### config.mk
export PLATFORM = sky130hd
export DESIGN_NAME = speck_iterative_core
export DESIGN_NICKNAME = d
export VERILOG_FILES = /design/src/rtl/speck_pkg.sv /design/src/rtl/speck_round_unit.sv /design/src/rtl/speck_iterative_core.sv
export SDC_FILE = /design/constraint.sdc
export NUM_CORES = 2
export LEC_CHECK = 0
export BUFFER_PORTS_ARGS = -buffer_cell sky130_fd_sc_hd__clkbuf_2
export CORE_ASPECT_RATIO = 2
export CORE_MARGIN = 10
export CORE_UTILIZATION = 56
export CTS_CLUSTER_DIAMETER = 200
export CTS_CLUSTER_SIZE = 40
export DETAILED_ROUTE_END_ITERATION = 12
export GPL_ROUTABILITY_DRIVEN = 1
export HOLD_SLACK_MARGIN = 0.12
export PLACE_DENSITY = 0.76
export SLEW_MARGIN = 20
export SYNTH_ARGS = -nofsm -noshare
export SYNTH_HDL_FRONTEND = slang
export SYNTH_SLANG_ARGS = --single-unit
### constraint.sdc
create_clock -name clk -period 6.8 [get_ports clk]
set_input_delay 0 -clock clk [delete_from_list [all_inputs] [get_ports clk]]
set_output_delay 0 -clock clk [all_outputs]
set_load 0.01 [all_outputs]
### src/rtl/speck_pkg.sv
// Shared definitions for the iterative SPECK core: FSM encoding,
// the SPECK128/128 default parameter set and width-generic rotates.
package speck_pkg;

  // Widest word the rotate helpers handle; narrower words are zero-padded.
  localparam int unsigned MAX_N = 64;

  // SPECK128/128 default parameter set.
  localparam int unsigned SPECK128_N     = 64;
  localparam int unsigned SPECK128_M     = 2;
  localparam int unsigned SPECK128_T     = 32;
  localparam int unsigned SPECK128_ALPHA = 8;
  localparam int unsigned SPECK128_BETA  = 3;

  typedef enum logic [1:0] {
    S_IDLE   = 2'd0,
    S_KEYEXP = 2'd1,
    S_RUN    = 2'd2,
    S_DONE   = 2'd3
  } state_e;

  // Mask selecting the low w bits of a MAX_N-wide value.
  function automatic logic [MAX_N-1:0] width_mask(input int unsigned w);
    return (w >= MAX_N) ? {MAX_N{1'b1}} : ((MAX_N'(1) << w) - MAX_N'(1));
  endfunction

  // Rotate the low w bits of v left by s (0 <= s < w); upper bits return 0.
  function automatic logic [MAX_N-1:0] rol(input logic [MAX_N-1:0] v,
                                           input int unsigned s,
                                           input int unsigned w);
    logic [MAX_N-1:0] vm;
    vm = v & width_mask(w);
    return ((vm << s) | (vm >> (w - s))) & width_mask(w);
  endfunction

  // Rotate the low w bits of v right by s (0 < s < w).
  function automatic logic [MAX_N-1:0] ror(input logic [MAX_N-1:0] v,
                                           input int unsigned s,
                                           input int unsigned w);
    return rol(v, w - s, w);
  endfunction

endpackage

### src/rtl/speck_round_unit.sv
// One SPECK round, combinational, in either direction. The key schedule
// drives the encrypt path with (l, k, i) as (x, y, key).
module speck_round_unit
  import speck_pkg::*;
#(
  parameter int unsigned N     = 64,
  parameter int unsigned ALPHA = 8,
  parameter int unsigned BETA  = 3
) (
  input  logic         mode_i,   // 0 = encrypt, 1 = decrypt
  input  logic [N-1:0] x_i,
  input  logic [N-1:0] y_i,
  input  logic [N-1:0] k_i,
  output logic [N-1:0] x_o,
  output logic [N-1:0] y_o
);

  logic [N-1:0] enc_x, enc_y, dec_x, dec_y;

  // Encrypt: x = (ROR(x,a) + y) ^ k ; y = ROL(y,b) ^ x
  assign enc_x = (N'(ror(MAX_N'(x_i), ALPHA, N)) + y_i) ^ k_i;
  assign enc_y = N'(rol(MAX_N'(y_i), BETA, N)) ^ enc_x;

  // Decrypt: y = ROR(x ^ y, b) ; x = ROL((x ^ k) - y, a)
  assign dec_y = N'(ror(MAX_N'(x_i ^ y_i), BETA, N));
  assign dec_x = N'(rol(MAX_N'((x_i ^ k_i) - dec_y), ALPHA, N));

  assign x_o = mode_i ? dec_x : enc_x;
  assign y_o = mode_i ? dec_y : enc_y;

endmodule

### src/rtl/speck_iterative_core.sv
// Iterative SPECK core: expands the key once into a round-key cache, then
// runs one round per clock through a single shared round unit.
module speck_iterative_core
  import speck_pkg::*;
#(
  parameter int unsigned WORD_SIZE = SPECK128_N,
  parameter int unsigned KEY_WORDS = SPECK128_M,
  parameter int unsigned NR_ROUNDS = SPECK128_T,
  parameter int unsigned ALPHA     = SPECK128_ALPHA,
  parameter int unsigned BETA      = SPECK128_BETA
) (
  input  logic                           clk,
  input  logic                           rst_n,
  input  logic                           start,
  input  logic                           mode,
  input  logic                           key_load,
  input  logic [KEY_WORDS*WORD_SIZE-1:0] key,
  input  logic [2*WORD_SIZE-1:0]         din,
  output logic [2*WORD_SIZE-1:0]         dout,
  output logic                           done,
  output logic                           busy,
  output logic                           key_ready
);

  localparam int unsigned N    = WORD_SIZE;
  localparam int unsigned M    = KEY_WORDS;
  localparam int unsigned T    = NR_ROUNDS;
  localparam int unsigned LW   = M - 1;
  localparam int unsigned CW   = (T > 1) ? $clog2(T) : 1;
  localparam logic [CW-1:0] LAST = CW'(T - 1);

  state_e                 state_q, state_d;
  logic [CW-1:0]          cnt_q, cnt_d;
  logic                   mode_q;
  logic [N-1:0]           x_q, y_q, k_q;
  logic [LW-1:0][N-1:0]   l_q;
  logic [N-1:0]           cache_q [T];
  logic [2*N-1:0]         dout_q;
  logic                   done_q, key_ready_q;

  logic                   need_exp, last_cyc;
  logic [CW-1:0]          rd_addr;
  logic                   ru_mode;
  logic [N-1:0]           ru_x, ru_y, ru_k, ru_xo, ru_yo;

  assign need_exp = key_load || !key_ready_q;
  assign last_cyc = (cnt_q == LAST);
  assign rd_addr  = mode_q ? (LAST - cnt_q) : cnt_q;

  // Round unit operands: key schedule in KEYEXP, cipher rounds in RUN.
  always_comb begin
    ru_mode = 1'b0;
    ru_x    = l_q[0];
    ru_y    = k_q;
    ru_k    = N'(cnt_q);
    if (state_q == S_RUN) begin
      ru_mode = mode_q;
      ru_x    = x_q;
      ru_y    = y_q;
      ru_k    = cache_q[rd_addr];
    end
  end

  speck_round_unit #(
    .N     (N),
    .ALPHA (ALPHA),
    .BETA  (BETA)
  ) u_round (
    .mode_i (ru_mode),
    .x_i    (ru_x),
    .y_i    (ru_y),
    .k_i    (ru_k),
    .x_o    (ru_xo),
    .y_o    (ru_yo)
  );

  // Next-state and counter; the counter wraps to 0 when leaving KEYEXP/RUN.
  always_comb begin
    state_d = state_q;
    cnt_d   = cnt_q;
    unique case (state_q)
      S_IDLE: begin
        if (start) begin
          state_d = need_exp ? S_KEYEXP : S_RUN;
          cnt_d   = '0;
        end
      end
      S_KEYEXP: begin
        if (last_cyc) begin
          state_d = S_RUN;
          cnt_d   = '0;
        end else begin
          cnt_d = cnt_q + 1'b1;
        end
      end
      S_RUN: begin
        if (last_cyc) begin
          state_d = S_DONE;
          cnt_d   = '0;
        end else begin
          cnt_d = cnt_q + 1'b1;
        end
      end
      S_DONE:  state_d = S_IDLE;
      default: state_d = S_IDLE;
    endcase
  end

  // State and round counter registers.
  always_ff @(posedge clk or negedge rst_n) begin
    if (!rst_n) begin
      state_q <= S_IDLE;
      cnt_q   <= '0;
    end else begin
      state_q <= state_d;
      cnt_q   <= cnt_d;
    end
  end

  // Operand capture, key-schedule registers, cipher state and result.
  always_ff @(posedge clk or negedge rst_n) begin
    if (!rst_n) begin
      mode_q      <= 1'b0;
      x_q         <= '0;
      y_q         <= '0;
      k_q         <= '0;
      l_q         <= '0;
      dout_q      <= '0;
      done_q      <= 1'b0;
      key_ready_q <= 1'b0;
    end else begin
      done_q <= 1'b0;
      unique case (state_q)
        S_IDLE: begin
          if (start) begin
            mode_q <= mode;
            x_q    <= din[2*N-1:N];
            y_q    <= din[N-1:0];
            k_q    <= key[N-1:0];
            for (int j = 0; j < LW; j++) l_q[j] <= key[(j+1)*N +: N];
            // The cache is about to be overwritten.
            if (need_exp) key_ready_q <= 1'b0;
          end
        end
        S_KEYEXP: begin
          k_q <= ru_yo;
          for (int j = 0; j < LW - 1; j++) l_q[j] <= l_q[j+1];
          l_q[LW-1] <= ru_xo;
          if (last_cyc) key_ready_q <= 1'b1;
        end
        S_RUN: begin
          x_q <= ru_xo;
          y_q <= ru_yo;
          if (last_cyc) begin
            dout_q <= {ru_xo, ru_yo};
            done_q <= 1'b1;
          end
        end
        default: ;
      endcase
    end
  end

  // Round-key cache: one write per KEYEXP cycle, contents not reset.
  always_ff @(posedge clk) begin
    if (state_q == S_KEYEXP) cache_q[cnt_q] <= k_q;
  end

  assign dout      = dout_q;
  assign done      = done_q;
  assign busy      = (state_q == S_KEYEXP) || (state_q == S_RUN);
  assign key_ready = key_ready_q;

endmodule

== After elaboration in Yosys (flattened, before gate mapping) ==
Memories as Yosys holds them, arrays and structs flattened.
Cells that the tools add are included.

* Output and inout port bits: 131
* Memories kept: 1
* Word-level logic and storage cells: 77
* Register bits after elaboration: 394
* Bits in writable memories: 2048
* Input port bits: 261

{| class="wikitable"
|+ Memory list
! name !! depth !! bits a word !! rd ports !! clocked after memory_dff !! wr ports !! RTL line !! RTL
|-
| cache_q || 32 || 64 || 1 || 0 || 1 || speck_iterative_core.sv:37 || <nowiki>logic [N-1:0] cache_q [T];</nowiki>
|}

* Add/sub/neg operators: 4
* Mux-type cells: 31
* Equality and inequality tests: 8
* Bitwise operators: 8
* Reductions and logical operators: 15

{| class="wikitable"
|+ Operator list
! operator !! count
|-
| $mux 64 || 9
|-
| $pmux 64 s2 || 4
|-
| $xor 64x64->64 || 4
|-
| $add 64x64->64 || 1
|-
| $or 64x3->64 || 1
|-
| $or 64x56->64 || 1
|-
| $or 64x61->64 || 1
|-
| $or 64x8->64 || 1
|-
| $sub 64x64->64 || 1
|-
| $mux 5 || 3
|-
| $pmux 5 s2 || 1
|-
| $reduce_and 2->1 || 5
|-
| $mux 1 || 8
|-
| $mux 2 || 4
|-
| $ne 2x2->1 const B || 4
|-
| $pmux 2 s4 || 1
|-
| $reduce_bool 2->1 || 3
|-
| $add 5x1->5 const B || 1
|-
| $eq 5x5->1 const B || 1
|-
| $sub 5x5->5 const A || 1
|-
| $eq 2x2->1 const B || 2
|-
| $reduce_and 4->1 || 1
|-
| $reduce_and 3->1 || 1
|-
| $eq 2x1->1 const B || 1
|-
| 5 further kinds || 6
|}

== Logic depth before layout (Yosys ltp) ==
An unclocked memory read counts as a cell.

* Depth in word-level cells: 9
* Depth in mapped cells: 27
* Gate-level depth less buffers: 22

== Modules after synthesis ==
From an unflattened synthesis, not the netlist that was laid out.

* Cell total of the unflattened synthesis: 8464
* Area, all modules: 113312.4 µm²

{| class="wikitable"
|+ Modules (own cells, without submodules)
! module !! area an instance (µm²) !! cells each !! times used !! seq. area each (µm²)
|-
| speck_iterative_core || 102176.7 || 6841 || 1 || 71358.4
|-
| speck_round_unit || 11135.7 || 1623 || 1 || 0.0
|}

== Least setup slack after synthesis ==
No wires, ideal clock.

* Path type: flip-flop to flip-flop
* From: register cnt_q[0]
* To: memory cache_q[14][0] (enable)
* Slack: -0.108 ns
* Library setup time: 0.564 ns
* Required time: 6.236 ns
* Path buffers: 5
* Clock period less this slack: 6.908 ns
* Cell stages (with the launch flop): 10
* Arrival time: 6.344 ns
* Cells stage by stage: dfrtp_1 -> buf_6 -> inv_2 -> clkbuf_1 -> buf_2 -> buf_2 -> buf_1 -> ha_1 -> nand2_1 -> nor3_1

{| class="wikitable"
|+ RTL lines
! element !! RTL line !! RTL
|-
| from (decl) || speck_iterative_core.sv:33 || <nowiki>logic [CW-1:0] cnt_q, cnt_d;</nowiki>
|-
| from (signal assigned) || speck_iterative_core.sv:116 || <nowiki>cnt_q <= cnt_d;</nowiki>
|-
| to (decl) || speck_iterative_core.sv:37 ||
|}

No word-level cell before the write port.

== Worst setup path in the final report ==
* From: register mode_q
* To: register l_q[58] in the netlist's numbering

* Longest elaborated chain between the ends: 8
* Elaborated cells on any way between the ends: 10
* Classes of those cells: 1 x add/sub; 5 x mux; 3 x bitwise; 1 x memory

{| class="wikitable"
|+ RTL lines
! element !! RTL line !! RTL
|-
| from (decl) || speck_iterative_core.sv:34 || <nowiki>logic mode_q;</nowiki>
|-
| from (signal assigned) || speck_iterative_core.sv:136 || <nowiki>mode_q <= mode;</nowiki>
|-
| $mux 5 || speck_iterative_core.sv:48 || <nowiki>assign rd_addr = mode_q ? (LAST - cnt_q) : cnt_q;</nowiki>
|-
| $mem_v2 32x64 || n/a ||
|-
| $mux 64 || speck_iterative_core.sv:56 || <nowiki>if (state_q == S_RUN) begin</nowiki>
|-
| $xor 64x64->64 || speck_round_unit.sv:26 || <nowiki>assign dec_x = N'(rol(MAX_N'((x_i ^ k_i) - dec_y), ALPHA, N));</nowiki>
|-
| $sub 64x64->64 || speck_round_unit.sv:26 ||
|-
| $or 64x8->64 || speck_pkg.sv:33 || <nowiki>return ((vm << s) | (vm >> (w - s))) & width_mask(w);</nowiki>
|-
| $mux 64 * || speck_round_unit.sv:28 || <nowiki>assign x_o = mode_i ? dec_x : enc_x;</nowiki>
|-
| $pmux 64 s2 * || speck_iterative_core.sv:133 || <nowiki>unique case (state_q)</nowiki>
|-
| to (signal, indexed assignment) || speck_iterative_core.sv:148 || <nowiki>l_q[LW-1] <= ru_xo;</nowiki>
|-
| to (decl) || speck_iterative_core.sv:36 || <nowiki>logic [LW-1:0][N-1:0] l_q;</nowiki>
|}

Every way passes the cells marked *; elsewhere a longest branch is shown, timed or not.
A chain may end at the register's enable or synchronous reset.

==> results.cfg <==
[layout]
final_common_cell = edfxtp_1
layout.area.seq_um2 = 71380
areaGrowthSynthToFinish_pct = 14.05
nets = 10100
multiInputGateArea_um2 = 40950
final.fill_count = 14860
final_cells = 12460
final_cell_mix = 2,048 x edfxtp_1, 957 x nand2_1, 738 x buf_4
drive_gt1_frac = 0.1883
post-route-util = 0.6422

[logic_synthesis]
syn-cell-area_um2 = 115400
synth.largest_area_cell = edfxtp_1
yosysTopAreaCellShare = 0.5329
ys_types = 109
synth_seq_area_share = 0.6184
syn_area_per_cell_um2 = 13.35
syn_nets = 9046
yosys_most_used_dff = edfxtp_1
ys_ff_latch = 2442
synthTopCellsByArea = edfxtp_1 53%, dfrtp_1 8.5%, mux4_2 6.9%, mux2i_1 3.1%, nand2_1 3.1%
async_reset_ff_frac = 0.1613
synth_warnings = 0
synth_cells = 8643
synth-edff-count = 2048

[route]
wl_per_cell_um = 37.03
totalWireLength_mm = 461.5
first_iter_violations = 12100
vias_per_cell = 7.057
final_antenna_net_count = 0
dr_total_vias = 87960
first_pass_iters = 7
drc = 0

[place]
port_buffers = 391
place_congestion = 1.012
dp.cells = 11950
hpwlAfterDp_mm = 306.5

[floorplan]
die-area_um2 = 225700
initial_utilization = 0.5631
core_um2 = 204900
rows = 235
die_h_um = 662.0
die_w_um = 341.0
io_pins = 392

[sta]
timing.fmax_ghz = 0.1480
hold_ws_ps = 148.2
finalCriticalPeriod_ps = 6755
skew_ps = 90.78
setup_viol = 0
min_period_over_period = 0.9933
timing.setup.tns_ps = 0
worstMarginPinSlew_ps = 1269
max-slew-margin-rel = 0.1542
report.final.slew_viol_count = 0
finalHoldViolations = 0

[critical_path]
critPathMaxFanout = 57
rr_endpoint = l_q[58]$_DFFE_PN0P_
worst_ep_required_time_ps = 7510
arrival_ps = 7460
r2r_slack_ps = 50
reg2reg_depth = 25
r2r_start = mode_q$_DFFE_PN0P_
cp-start-kind = flop
critPathCaptureType = flop
critical_path.startpoint = mode_q$_DFFE_PN0P_
path_class = flop to flop

[clock_tree]
h-tree-depth = 3
clockBufferDepth = 3
cts.clk_slew.worst_paths_ps = 150
clkSinkCount = 2442
cts_tree = done
cts_root_buffer = clkbuf_16
clk_latency_ps = 790
numCtsBuffers = 71

[min_path]
min_path_cells = 5
holdPathEnd = l_q[38]$_DFFE_PN0P_
min_path_type = input pin to flop
min_from = key[102]

[global_routing]
antenna_found_initial = 27
grt_overflow = 0
track_usage = 0.3981
grt_max_degree = 166
grt_pass1_wl_mm = 641.6
grt_pass1_vias = 87390

[outcome]
status = completed

[run]
maxCapViolCount = 0
logic make-up after synthesis:
| logic type | count (synthesis) | synth area share |
|---|---|---|
| multiplexers | 749 | 0.1041 |
| XOR/XNOR | 359 | 0.02847 |
| AND/OR/NAND/NOR | 1941 | 0.07544 |
| flip-flops | 2442 | 0.6184 |
| AO/OA/AOI/OAI | 2218 | 0.1263 |
| adder cells (fa/ha/maj) | 142 | 0.01553 |
| buffers and inverters | 792 | 0.03178 |
area by class of cell:
class	instances	area share
multi-input cells	5409	0.3111
clock buffers	96	0.01437
well taps	2725	0.02591
repair buffers	1612	0.1004
flip-flops and latches	2442	0.5424
clock inverters	6	0.0009031
diodes	11	0.0002091
inverters	163	0.004715
per-stage QoR:
step | cell area (um^2) | setup slack [ps]
after global placement | 125400 | -396.2
after CTS | 131400 | 34.14
after floorplan | 115400 | 77.37
final | 131600 | 45.47
after detailed placement | 125400 | -350.2
after global routing | 131600 | -1.751
how the worst max path moves through the flow:
| stage | end | cells past startpoint |
|---|---|---|
| 2_1_floorplan | cache_q[15][0]$_DFFE_PP_ | 7 |
| 3_3_place_gp | l_q[0]$_DFFE_PN0P_ | 23 |
| 3_5_place_dp | l_q[0]$_DFFE_PN0P_ | 21 |
| 4_1_cts | l_q[0]$_DFFE_PN0P_ | 23 |
| 5_1_grt | l_q[58]$_DFFE_PN0P_ | 24 |
| 6_report | l_q[58]$_DFFE_PN0P_ | 25 |
cell usage after synthesis (56+ instances only):
master       n
xnor2_1    276
edfxtp_1  2048
a221oi_1   111
a21oi_1    547
and3_1     158
o22ai_1    126
ha_1       140
nor2_1     322
mux4_2     354
a31oi_1     71
xor2_1      71
buf_1       66
a211oi_1    72
o21ai_0    488
nand2_1    961
clkbuf_1   320
buf_2      171
dfrtp_1    394
nand3_1    206
inv_1      160
a21o_1      81
mux2i_1    361
o221ai_1   286
nor3_1      83
a22oi_1     56
what timing repair did:
action,4_1_cts,5_1_grt
hold buffers,392,0
gates cloned,0,1
endpoints found under the setup margin,31,66
setup buffers,2,5
hold endpoints to repair,416,0
pin swaps,3,2
resized for setup,5,20
sequential cells by signal, indices dropped and copies added, names as in the netlist:
signal     count
done           1
y_q           64
key_ready      1
cnt_q          5
l_q           64
state_q        2
dout         128
mode_q         1
k_q           64
x_q           64
cache_q     2048
critical path: stages (launching register included):
cell     delay [ps]
dfrtp_4         630
xor2_4          270
buf_12          250
buf_12          370
buf_4           510
nand2_1         120
nand3_1         110
nand3_1         100
nand2_1         180
a311o_1         610
xnor2_1         210
ha_1            360
buf_4           130
nand4_1         180
nor3_1          350
buf_4           230
nand4_1         190
a21oi_2         390
buf_4           220
nor3_1           60
buf_4           190
xnor2_1         320
buf_4           180
nand2_1          60
and3_1          200
o21ai_0         140
per-layer routing:
layer	GRT usage	routed length, um	vias to the layer above
met5	0	38	-
met4	0.3084	44160	6
met3	0.07900	51860	1773
met2	0.6491	219600	6966
met1	0.4613	145900	43670
li1	-	-	35550
Power is left out: the tool's default activity adds up to more than one toggle a clock period on the data nets, which glitch-free logic cannot reach.
